--- config.mk ---
export PLATFORM = sky130hd
export DESIGN_NAME = tof_i2c_sequencer
export DESIGN_NICKNAME = d
export VERILOG_FILES = /design/src/rtl/tof_seq_pkg.sv /design/src/rtl/tof_cfg_rom.sv /design/src/rtl/tof_i2c_sequencer.sv
export SDC_FILE = /design/constraint.sdc
export NUM_CORES = 1
export LEC_CHECK = 0
export ABC_AREA = 1
export BUFFER_PORTS_ARGS = -buffer_cell sky130_fd_sc_hd__buf_2
export CAP_MARGIN = 20
export CORE_MARGIN = 5
export CORE_UTILIZATION = 50
export DETAILED_ROUTE_END_ITERATION = 6
export GPL_ROUTABILITY_DRIVEN = 0
export PLACE_DENSITY = 0.72
export SLEW_MARGIN = 10
export SYNTH_ARGS = -nofsm -noshare
export SYNTH_HDL_FRONTEND = slang
export SYNTH_HIERARCHICAL = 1
export SYNTH_SLANG_ARGS = --single-unit
--- constraint.sdc ---
create_clock -name clock -period 6.15 [get_ports clock]
set_input_delay 1.5375 -clock clock [delete_from_list [all_inputs] [get_ports clock]]
set_output_delay 1.5375 -clock clock [all_outputs]
set_load 0.01 [all_outputs]
--- src/rtl/tof_seq_pkg.sv ---
// Shared types and constants for the ToF I2C sequencer.
//   state_e      : sequencer FSM states
//   cfg_entry_t  : one init-table entry (register address + value)
//   *_REG        : sensor register addresses used by the polling loop
//   DRDY_*       : status-byte test for "range data ready"
package tof_seq_pkg;

  typedef enum logic [3:0] {
    ST_IDLE,
    ST_CFG_ISSUE,
    ST_CFG_WAIT,
    ST_POLL_WAIT,
    ST_STAT_ISSUE,
    ST_STAT_WAIT,
    ST_DIST_ISSUE,
    ST_DIST_WAIT,
    ST_CLR_ISSUE,
    ST_CLR_WAIT,
    ST_FAULT
  } state_e;

  localparam logic [15:0] STATUS_REG = 16'h0031;
  localparam logic [15:0] DIST_REG   = 16'h0096;
  localparam logic [15:0] CLR_REG    = 16'h0086;
  localparam logic [7:0]  DRDY_MASK  = 8'h01;
  localparam logic [7:0]  DRDY_VAL   = 8'h00;

  typedef struct packed {
    logic [15:0] reg_addr;
    logic [7:0]  value;
  } cfg_entry_t;

  // Every ISSUE state has exactly one matching WAIT state and vice versa.
  function automatic state_e issue_to_wait(input state_e s);
    case (s)
      ST_CFG_ISSUE:  return ST_CFG_WAIT;
      ST_STAT_ISSUE: return ST_STAT_WAIT;
      ST_DIST_ISSUE: return ST_DIST_WAIT;
      ST_CLR_ISSUE:  return ST_CLR_WAIT;
      default:       return ST_IDLE;
    endcase
  endfunction

  function automatic state_e wait_to_issue(input state_e s);
    case (s)
      ST_CFG_WAIT:  return ST_CFG_ISSUE;
      ST_STAT_WAIT: return ST_STAT_ISSUE;
      ST_DIST_WAIT: return ST_DIST_ISSUE;
      ST_CLR_WAIT:  return ST_CLR_ISSUE;
      default:      return ST_IDLE;
    endcase
  endfunction

endpackage

--- src/rtl/tof_cfg_rom.sv ---
// Init-table ROM for the ToF sensor.
//   idx   : entry index (0 .. CFG_DEPTH-1)
//   entry : register address / value pair for that index
// The final entry (CFG_DEPTH-1) is always the start-ranging write, so a
// shortened table still ends by starting the sensor.
module tof_cfg_rom
  import tof_seq_pkg::*;
#(
  parameter int CFG_DEPTH = 16
) (
  input  logic [5:0] idx,
  output cfg_entry_t entry
);

  always_comb begin
    entry = '{reg_addr: 16'h0000, value: 8'h00};
    if (idx == 6'(CFG_DEPTH - 1)) begin
      entry = '{reg_addr: 16'h0087, value: 8'h40};
    end else begin
      case (idx)
        6'd0:    entry = '{reg_addr: 16'h002D, value: 8'h00};
        6'd1:    entry = '{reg_addr: 16'h002E, value: 8'h01};
        6'd2:    entry = '{reg_addr: 16'h0030, value: 8'h01};
        6'd3:    entry = '{reg_addr: 16'h0046, value: 8'h20};
        6'd4:    entry = '{reg_addr: 16'h004B, value: 8'h03};
        6'd5:    entry = '{reg_addr: 16'h0060, value: 8'h0A};
        6'd6:    entry = '{reg_addr: 16'h0063, value: 8'h0E};
        6'd7:    entry = '{reg_addr: 16'h0069, value: 8'hB6};
        6'd8:    entry = '{reg_addr: 16'h0078, value: 8'h0A};
        6'd9:    entry = '{reg_addr: 16'h007B, value: 8'h00};
        6'd10:   entry = '{reg_addr: 16'h0080, value: 8'h01};
        6'd11:   entry = '{reg_addr: 16'h006C, value: 8'h00};
        6'd12:   entry = '{reg_addr: 16'h0050, value: 8'h00};
        6'd13:   entry = '{reg_addr: 16'h0051, value: 8'h38};
        6'd14:   entry = '{reg_addr: 16'h0086, value: 8'h01};
        default: entry = '{reg_addr: 16'h0000, value: 8'h00};
      endcase
    end
  end

endmodule

--- src/rtl/tof_i2c_sequencer.sv ---
// Autonomous ToF sensor sequencer in front of I2C_Entity.
// Replays the init table, then loops: poll timer -> status read ->
// 2-byte distance read -> interrupt-clear write.
// Ports:
//   clock, reset           : clock, synchronous active-high reset
//   enable                 : run the sequence; low returns to IDLE
//   i2c_ready/error        : I2C_Entity handshake (error valid when ready rises)
//   i2c_rd_data/rd_valid   : received read bytes
//   i2c_start .. wr_data   : registered transaction command to I2C_Entity
//   distance_mm/valid      : latest distance sample and its update strobe
//   init_done, busy, fault : sequencer status
module tof_i2c_sequencer
  import tof_seq_pkg::*;
#(
  parameter logic [6:0] SLAVE_ADDR  = 7'h29,
  parameter int         CFG_DEPTH   = 16,
  parameter int         POLL_DIV    = 100000,
  parameter int         MAX_RETRY   = 3,
  parameter int         TIMEOUT_CYC = 2000000
) (
  input  logic        clock,
  input  logic        reset,
  input  logic        enable,
  input  logic        i2c_ready,
  input  logic        i2c_error,
  input  logic [7:0]  i2c_rd_data,
  input  logic        i2c_rd_valid,
  output logic        i2c_start,
  output logic        i2c_is_read,
  output logic [6:0]  i2c_slave_addr,
  output logic [15:0] i2c_reg_addr,
  output logic [9:0]  i2c_nb_bytes,
  output logic [7:0]  i2c_wr_data,
  output logic [15:0] distance_mm,
  output logic        distance_valid,
  output logic        init_done,
  output logic        busy,
  output logic        fault
);

  state_e      state_q, state_d;
  logic [5:0]  cfg_idx_q, cfg_idx_d;
  logic [7:0]  retry_q, retry_d;
  logic [31:0] tmo_q, tmo_d;
  logic [31:0] poll_q, poll_d;
  logic        seen_busy_q, seen_busy_d;
  logic        stop_q, stop_d;
  logic        byte_idx_q, byte_idx_d;
  logic [1:0]  rx_cnt_q, rx_cnt_d;
  logic [15:0] dist_buf_q, dist_buf_d;
  logic [7:0]  status_q, status_d;
  logic        status_got_q, status_got_d;
  logic        start_q, start_d;
  logic        is_read_q, is_read_d;
  logic [15:0] reg_q, reg_d;
  logic [9:0]  nb_q, nb_d;
  logic [7:0]  wr_q, wr_d;
  logic [15:0] dist_q, dist_d;
  logic        dv_q, dv_d;
  logic        init_done_q, init_done_d;
  logic        fault_q, fault_d;

  cfg_entry_t  rom_entry;
  logic        is_wait;
  logic        done;
  logic        tmo_hit;
  logic        xfer_err;

  tof_cfg_rom #(.CFG_DEPTH(CFG_DEPTH)) u_rom (
    .idx   (cfg_idx_d),
    .entry (rom_entry)
  );

  always_comb begin
    state_d      = state_q;
    cfg_idx_d    = cfg_idx_q;
    retry_d      = retry_q;
    tmo_d        = tmo_q;
    poll_d       = poll_q;
    seen_busy_d  = seen_busy_q;
    stop_d       = stop_q;
    byte_idx_d   = byte_idx_q;
    rx_cnt_d     = rx_cnt_q;
    dist_buf_d   = dist_buf_q;
    status_d     = status_q;
    status_got_d = status_got_q;
    start_d      = 1'b0;
    dist_d       = dist_q;
    dv_d         = 1'b0;
    init_done_d  = init_done_q;
    fault_d      = fault_q;

    is_wait  = (state_q == ST_CFG_WAIT) || (state_q == ST_STAT_WAIT) ||
               (state_q == ST_DIST_WAIT) || (state_q == ST_CLR_WAIT);
    // Completion needs ready to have dropped first; a ready that never
    // drops only ever ends through the timeout.
    done     = i2c_ready && seen_busy_q;
    tmo_hit  = (tmo_q >= 32'(TIMEOUT_CYC - 1));
    xfer_err = 1'b0;

    if (is_wait) begin
      tmo_d = tmo_q + 32'd1;
      if (!i2c_ready) seen_busy_d = 1'b1;
      if (!enable)    stop_d      = 1'b1;
      if (i2c_rd_valid && state_q == ST_STAT_WAIT) begin
        status_d     = i2c_rd_data;
        status_got_d = 1'b1;
      end
      if (i2c_rd_valid && state_q == ST_DIST_WAIT) begin
        if (!byte_idx_q) dist_buf_d[15:8] = i2c_rd_data;
        else             dist_buf_d[7:0]  = i2c_rd_data;
        byte_idx_d = ~byte_idx_q;
        if (rx_cnt_q != 2'd3) rx_cnt_d = rx_cnt_q + 2'd1;
      end
      // A short distance read is handled like a bus error.
      xfer_err = i2c_error || ((state_q == ST_DIST_WAIT) && (rx_cnt_d != 2'd2));
    end

    case (state_q)
      ST_IDLE: begin
        if (enable) begin
          state_d   = ST_CFG_ISSUE;
          cfg_idx_d = 6'd0;
          retry_d   = 8'd0;
        end
      end
      ST_CFG_ISSUE, ST_STAT_ISSUE, ST_DIST_ISSUE, ST_CLR_ISSUE: begin
        if (!enable) begin
          state_d = ST_IDLE;
        end else if (i2c_ready) begin
          start_d      = 1'b1;
          state_d      = issue_to_wait(state_q);
          seen_busy_d  = 1'b0;
          stop_d       = 1'b0;
          tmo_d        = 32'd0;
          byte_idx_d   = 1'b0;
          rx_cnt_d     = 2'd0;
          status_got_d = 1'b0;
        end
      end
      ST_CFG_WAIT, ST_STAT_WAIT, ST_DIST_WAIT, ST_CLR_WAIT: begin
        if (done || tmo_hit) begin
          if (stop_q || !enable) begin
            // Disabled mid-transaction: let it finish, then park.
            state_d = ST_IDLE;
          end else if (done && !xfer_err) begin
            retry_d = 8'd0;
            case (state_q)
              ST_CFG_WAIT: begin
                if (cfg_idx_q == 6'(CFG_DEPTH - 1)) begin
                  init_done_d = 1'b1;
                  state_d     = ST_POLL_WAIT;
                  poll_d      = 32'(POLL_DIV - 1);
                end else begin
                  cfg_idx_d = cfg_idx_q + 6'd1;
                  state_d   = ST_CFG_ISSUE;
                end
              end
              ST_STAT_WAIT: begin
                if (status_got_d && ((status_d & DRDY_MASK) == DRDY_VAL)) begin
                  state_d = ST_DIST_ISSUE;
                end else begin
                  state_d = ST_POLL_WAIT;
                  poll_d  = 32'(POLL_DIV - 1);
                end
              end
              ST_DIST_WAIT: begin
                dist_d  = dist_buf_d;
                dv_d    = 1'b1;
                state_d = ST_CLR_ISSUE;
              end
              default: begin
                state_d = ST_POLL_WAIT;
                poll_d  = 32'(POLL_DIV - 1);
              end
            endcase
          end else if (retry_q == 8'(MAX_RETRY)) begin
            state_d = ST_FAULT;
            fault_d = 1'b1;
          end else begin
            retry_d = retry_q + 8'd1;
            state_d = wait_to_issue(state_q);
          end
        end
      end
      ST_POLL_WAIT: begin
        if (!enable)            state_d = ST_IDLE;
        else if (poll_q == 32'd0) state_d = ST_STAT_ISSUE;
        else                    poll_d  = poll_q - 32'd1;
      end
      ST_FAULT: begin
        if (!enable) state_d = ST_IDLE;
      end
      default: state_d = ST_IDLE;
    endcase

    if (state_d == ST_IDLE) begin
      init_done_d = 1'b0;
      fault_d     = 1'b0;
    end
  end

  // Command outputs are loaded whenever the next state is an ISSUE state
  // and then held untouched through the matching WAIT state.
  always_comb begin
    is_read_d = is_read_q;
    reg_d     = reg_q;
    nb_d      = nb_q;
    wr_d      = wr_q;
    case (state_d)
      ST_CFG_ISSUE: begin
        is_read_d = 1'b0;
        reg_d     = rom_entry.reg_addr;
        nb_d      = 10'd1;
        wr_d      = rom_entry.value;
      end
      ST_STAT_ISSUE: begin
        is_read_d = 1'b1;
        reg_d     = STATUS_REG;
        nb_d      = 10'd1;
        wr_d      = 8'h00;
      end
      ST_DIST_ISSUE: begin
        is_read_d = 1'b1;
        reg_d     = DIST_REG;
        nb_d      = 10'd2;
        wr_d      = 8'h00;
      end
      ST_CLR_ISSUE: begin
        is_read_d = 1'b0;
        reg_d     = CLR_REG;
        nb_d      = 10'd1;
        wr_d      = 8'h01;
      end
      default: ;
    endcase
  end

  always_ff @(posedge clock) begin
    if (reset) begin
      state_q      <= ST_IDLE;
      cfg_idx_q    <= '0;
      retry_q      <= '0;
      tmo_q        <= '0;
      poll_q       <= '0;
      seen_busy_q  <= 1'b0;
      stop_q       <= 1'b0;
      byte_idx_q   <= 1'b0;
      rx_cnt_q     <= '0;
      dist_buf_q   <= '0;
      status_q     <= '0;
      status_got_q <= 1'b0;
      start_q      <= 1'b0;
      is_read_q    <= 1'b0;
      reg_q        <= '0;
      nb_q         <= '0;
      wr_q         <= '0;
      dist_q       <= '0;
      dv_q         <= 1'b0;
      init_done_q  <= 1'b0;
      fault_q      <= 1'b0;
    end else begin
      state_q      <= state_d;
      cfg_idx_q    <= cfg_idx_d;
      retry_q      <= retry_d;
      tmo_q        <= tmo_d;
      poll_q       <= poll_d;
      seen_busy_q  <= seen_busy_d;
      stop_q       <= stop_d;
      byte_idx_q   <= byte_idx_d;
      rx_cnt_q     <= rx_cnt_d;
      dist_buf_q   <= dist_buf_d;
      status_q     <= status_d;
      status_got_q <= status_got_d;
      start_q      <= start_d;
      is_read_q    <= is_read_d;
      reg_q        <= reg_d;
      nb_q         <= nb_d;
      wr_q         <= wr_d;
      dist_q       <= dist_d;
      dv_q         <= dv_d;
      init_done_q  <= init_done_d;
      fault_q      <= fault_d;
    end
  end

  assign i2c_start      = start_q;
  assign i2c_is_read    = is_read_q;
  assign i2c_slave_addr = SLAVE_ADDR;
  assign i2c_reg_addr   = reg_q;
  assign i2c_nb_bytes   = nb_q;
  assign i2c_wr_data    = wr_q;
  assign distance_mm    = dist_q;
  assign distance_valid = dv_q;
  assign init_done      = init_done_q;
  assign fault          = fault_q;
  assign busy           = (state_q != ST_IDLE) && (state_q != ST_FAULT);

endmodule

# Yosys cells after proc, flatten, opt, wreduce, memory -nomap -nowiden
# Memories as Yosys holds them, arrays and structs flattened.
# Index checks and enable logic that the tools add are counted.
# op_classes
addsub	5
n_mul	0
div_mod_pow	0
magnitude_cmp	1
eq_ne	30
shifts	0
muxes	84
n_bitwise	7
n_reduce_logical	40
# op_table
op	n
32-bit 2-to-1 mux	11
32-bit case mux with 3 select lines	1
16-bit case mux with 4 select lines	1
32-bit case mux with 2 select lines	1
8-bit 2-to-1 mux	7
24-bit 2-to-1 mux	2
4-bit 2-to-1 mux	10
6-bit 2-to-1 mux	6
32-bit by 1-bit adder with 32-bit output (second input constant)	1
32-bit by 21-bit greater-or-equal comparator with 1-bit output (second input constant)	1
32-bit zero test	1
16-bit 2-to-1 mux	2
4-bit case mux with 4 select lines	2
32-bit by 1-bit subtractor with 32-bit output (second input constant)	1
1-bit 2-to-1 mux	25
4-bit by 3-bit equality test with 1-bit output (second input constant)	6
8-bit case mux with 3 select lines	1
10-bit case mux with 2 select lines	1
4-bit case mux with 5 select lines	1
2-bit != test (second input constant)	9
4-bit equality test (second input constant)	4
2-bit 2-to-1 mux	8
8-bit case mux with 2 select lines	1
5-bit AND reduction	3
29 further kinds	61
# word_totals
ff_bits	160
latchBits	0
ramBits	0
romBits	240
in_bits	14
out_inout_bits	63
word_cells	189
n_memories	1
# memory_table
memory	depth	word_bits	rd	rd_ports_with_merged_regs	write_ports	line	text
(no name shown)	16	15	1	0	0	tof_cfg_rom.sv:20	case (idx)

# Logic depth before layout (Yosys ltp)
# depth
ltp_word	19
depth_mapped	27
ltp_nobuf	27

# By module
# The synthesis kept the hierarchy.
# modules_own_cells
module	instances	cells_per_inst	area_per_inst_um2
tof_i2c_sequencer	1	1171	8011.4
tof_cfg_rom	1	88	484.2

# Worst setup path after synthesis
# OpenSTA, ideal clock, no wires.
# synth_timing
path_type	input port to flip-flop
startpoint	input enable
endpoint	register reg_q[2], in the netlist i2c_reg_addr[2]
arrival_time_ps	4196
t_required_ps	6086
setup_slack_ps	1890
path_stages	18
path_cell_list	clkbuf_1 inv_1 nor2_4 inv_1 nor2_4 inv_1 nor2_1 inv_1 or2_2 a22oi_1 inv_1 ha_1 or2_2 o22ai_1 nand2_1 nand2_1 nor2_1 nor2_1
# synth_rtl
element	line	text
start, declared	tof_i2c_sequencer.sv:23	input logic enable,
end signal, assigned	tof_i2c_sequencer.sv:277	reg_q <= reg_d;
end, declared	tof_i2c_sequencer.sv:55	logic [15:0] reg_q, reg_d;

==> impl_metrics.env <==
export IMPL_seq_area_frac_synth_pct=35.82
export IMPL_clk_latency_ns=0.43
export IMPL_nNetsFinal=1328
export IMPL_cts_path_max_buffers=2
export IMPL_die_w_um=140.4
export IMPL_yosysWarningCount=6
export IMPL_coreArea_mm2=0.01664
export IMPL_final_cell_mix="nand2_1 (262), nor2_1 (201), dfxtp_1 (152)"
export IMPL_fin_cells=1535
export IMPL_run_status="finished, final reports clean"
export IMPL_ir_drop_uv=206.8
export IMPL_setup_viol=0
export IMPL_drtIter0Drc=631
export IMPL_syn2layout_area_growth_pct=10.44
export IMPL_final_common_cell="nand2_1"
export IMPL_ys_ff_latch=152
export IMPL_antenna_found_initial=1
export IMPL_clk_pin_slew_worst_paths_ns=0.07
export IMPL_critPathArrivalTime_ns=4.71
export IMPL_max_cap_violations=0
export IMPL_grt_pass1_wl_mm=33.34
export IMPL_drtPass1Iterations=6
export IMPL_grt_max_degree=78
export IMPL_period_needed_ns=4.349
export IMPL_startpoint_type="input pin"
export IMPL_holdWs_ns=0.4424
export IMPL_gr_total_overflow=0
export IMPL_syn_area_mm2=0.008496
export IMPL_wl_per_cell_um=12.71
export IMPL_final_hold_violation_count=0
export IMPL_worst_path_max_fanout=7
export IMPL_final_max_slew_violation_count=0
export IMPL_final_area_mm2=0.009383
export IMPL_totalWireLength_mm=19.51
export IMPL_avgSynthCellArea_um2=6.748
export IMPL_grt_pass1_vias=7109
export IMPL_cts_buffers=17
export IMPL_io_buffers=61
export IMPL_cts_tree="yes"
export IMPL_hpwl_mm=13.83
export IMPL_num_rows=47
export IMPL_postCtsResizedCells=0
export IMPL_power_density_mw_per_mm2=236.1
export IMPL_ios=77
export IMPL_drc=0
export IMPL_finalSetupTns_ns=0
export IMPL_max_slew_margin_pct=39.79
export IMPL_worst_slew_pin_slew_ns=0.9032
export IMPL_dieHeight_um=140.4
export IMPL_ant_nets=0
export IMPL_vias=7826
export IMPL_via_per_inst=5.098
export IMPL_postCtsSetupRepairBufs=0
export IMPL_finalCritPeriodShare_pct=70.72
export IMPL_start_util_pct=51.05
export IMPL_dpl_cell_area_mm2=0.008802
export IMPL_cts_root_buf="clkbuf_16"
export IMPL_yosysUniqueCellTypes=50
export IMPL_cp_data_required_time_ns=6.51
export IMPL_hold_path_class="reg -> reg"
export IMPL_synth_edff_count=0
export IMPL_drive_gt1_share_pct=12.62
export IMPL_crit_type="in -> reg"
export IMPL_grt_setup_unrepaired="no"
export IMPL_postCtsHoldBufs=0
export IMPL_fmax_ghz=0.2299
export IMPL_synthCells=1259
export IMPL_grt_usage_pct=20.13
export IMPL_fp_dieArea_mm2=0.01970
export IMPL_cts_sinks=152
export IMPL_placed_cells=1502
export IMPL_p_leak_nw=4.131
export IMPL_synth_top_flop_cell="dfxtp_1"
export IMPL_htree_levels=4
export IMPL_cp_end_kind="flip-flop"
export IMPL_postSynth_asyncResetShare_pct=0
export IMPL_antenna_cells=0
export IMPL_skew_ns=0.01099
## report_power, final
part / switching (W) / internal, W
combinational: 0.000132 / 0.0000651
sequential: 0.00000944 / 0.000999
clock: 0.000442 / 0.000569
## cells by family (layout without fill, tap and decap cells)
group,count (synthesis),in the layout,synth area share (%)
other,3,23,0.1325
AND/OR/NAND/NOR,637,637,33.48
multiplexers,1,1,0.1178
flip-flops,152,152,35.82
adder cells (fa/ha/maj),12,12,1.767
AO/OA/AOI/OAI,183,183,11.99
buffers and inverters,220,256,11.44
XOR/XNOR,51,51,5.258
## routing by layer
layer / vias to the layer above / share of wire, % / track usage [%]
met4: 2 / 2.3 / 7.904
met1: 3529 / 47 / 26.60
met3: 39 / 5.2 / 4.329
li1: 4048 / - / -
met2: 208 / 45 / 32.13
met5: - / 0.092 / 0
## critical path, cell delays in order
cell and delay (ns):
buf_2 0.13, nor2_1 0.09, nand2_1 0.05, nand3_1 0.07, nand2_1 0.10, nand2_2 0.13, nand2_4 0.10, nor2_4 0.12
inv_1 0.07, nor2_1 0.12, inv_1 0.07, or2_2 0.31, a22oi_1 0.49, inv_1 0.25, ha_1 0.27, o21ai_0 0.20
nand3_1 0.15, nor2_1 0.12, nand3_1 0.08, nand2_1 0.08, nor2_1 0.04, nor2_1 0.12
## sequential cells by signal, indices dropped and copies added (netlist names), 2 cells and up
signal / cells
retry_q: 8
tmo_q: 32
i2c_nb_bytes: 2
state_q: 4
i2c_reg_addr: 16
i2c_wr_data: 8
dist_buf_q: 16
distance_mm: 16
cfg_idx_q: 6
rx_cnt_q: 2
poll_q: 32
## final timing paths
path	from	to	slack [ns]	depth (start not counted)
max	i2c_rd_valid	i2c_reg_addr[5]	1.80	22
min	distance_mm[14]	distance_mm[14]	0.44	2
max reg2reg	state_q[1]	i2c_reg_addr[5]	2.15	22
min reg2reg	distance_mm[14]	distance_mm[14]	0.44	2
## stage by stage
step / utilization, % / worst slack [ns] / total power [W]
6_report: 56.38 / 1.801 / 0.002215
3_5_place_dp: 52.89 / 1.556 / 0.001226
4_1_cts: 56.31 / 1.925 / 0.002233
5_1_grt: 56.38 / 1.477 / 0.002313
2_1_floorplan: - / 1.890 / 0.001192
3_3_place_gp: 52.89 / 1.644 / 0.001225
## Yosys cell counts (10+ instances only)
library cell  instances  area [um^2]
xor2_1               34        297.8
nor3_1               28        140.1
a21oi_1              86        430.4
xnor2_1              17        148.9
nor2_1              201        754.5
inv_1               147        551.8
nand2_1             262        983.4
dfxtp_1             152         3043
ha_1                 12        150.1
clkbuf_1             26        97.59
nand4_1              25        156.4
inv_2                11        41.29
a21oi_2              10        87.58
buf_4                24        180.2
nand3_1              58        290.3
o21ai_0              61        305.3
nand2_2              16        100.1
## final cells by class
cell class / instances / area [um^2]
fillers: 1626 / 7259
clock inverters: 13 / 136.4
clock buffers: 19 / 432.9
flip-flops and latches: 152 / 3043
repair buffers: 66 / 346.6
well taps: 220 / 275.3
multi-input cells: 907 / 4556
inverters: 158 / 593.1
Power figures use the tool's default switching activity.
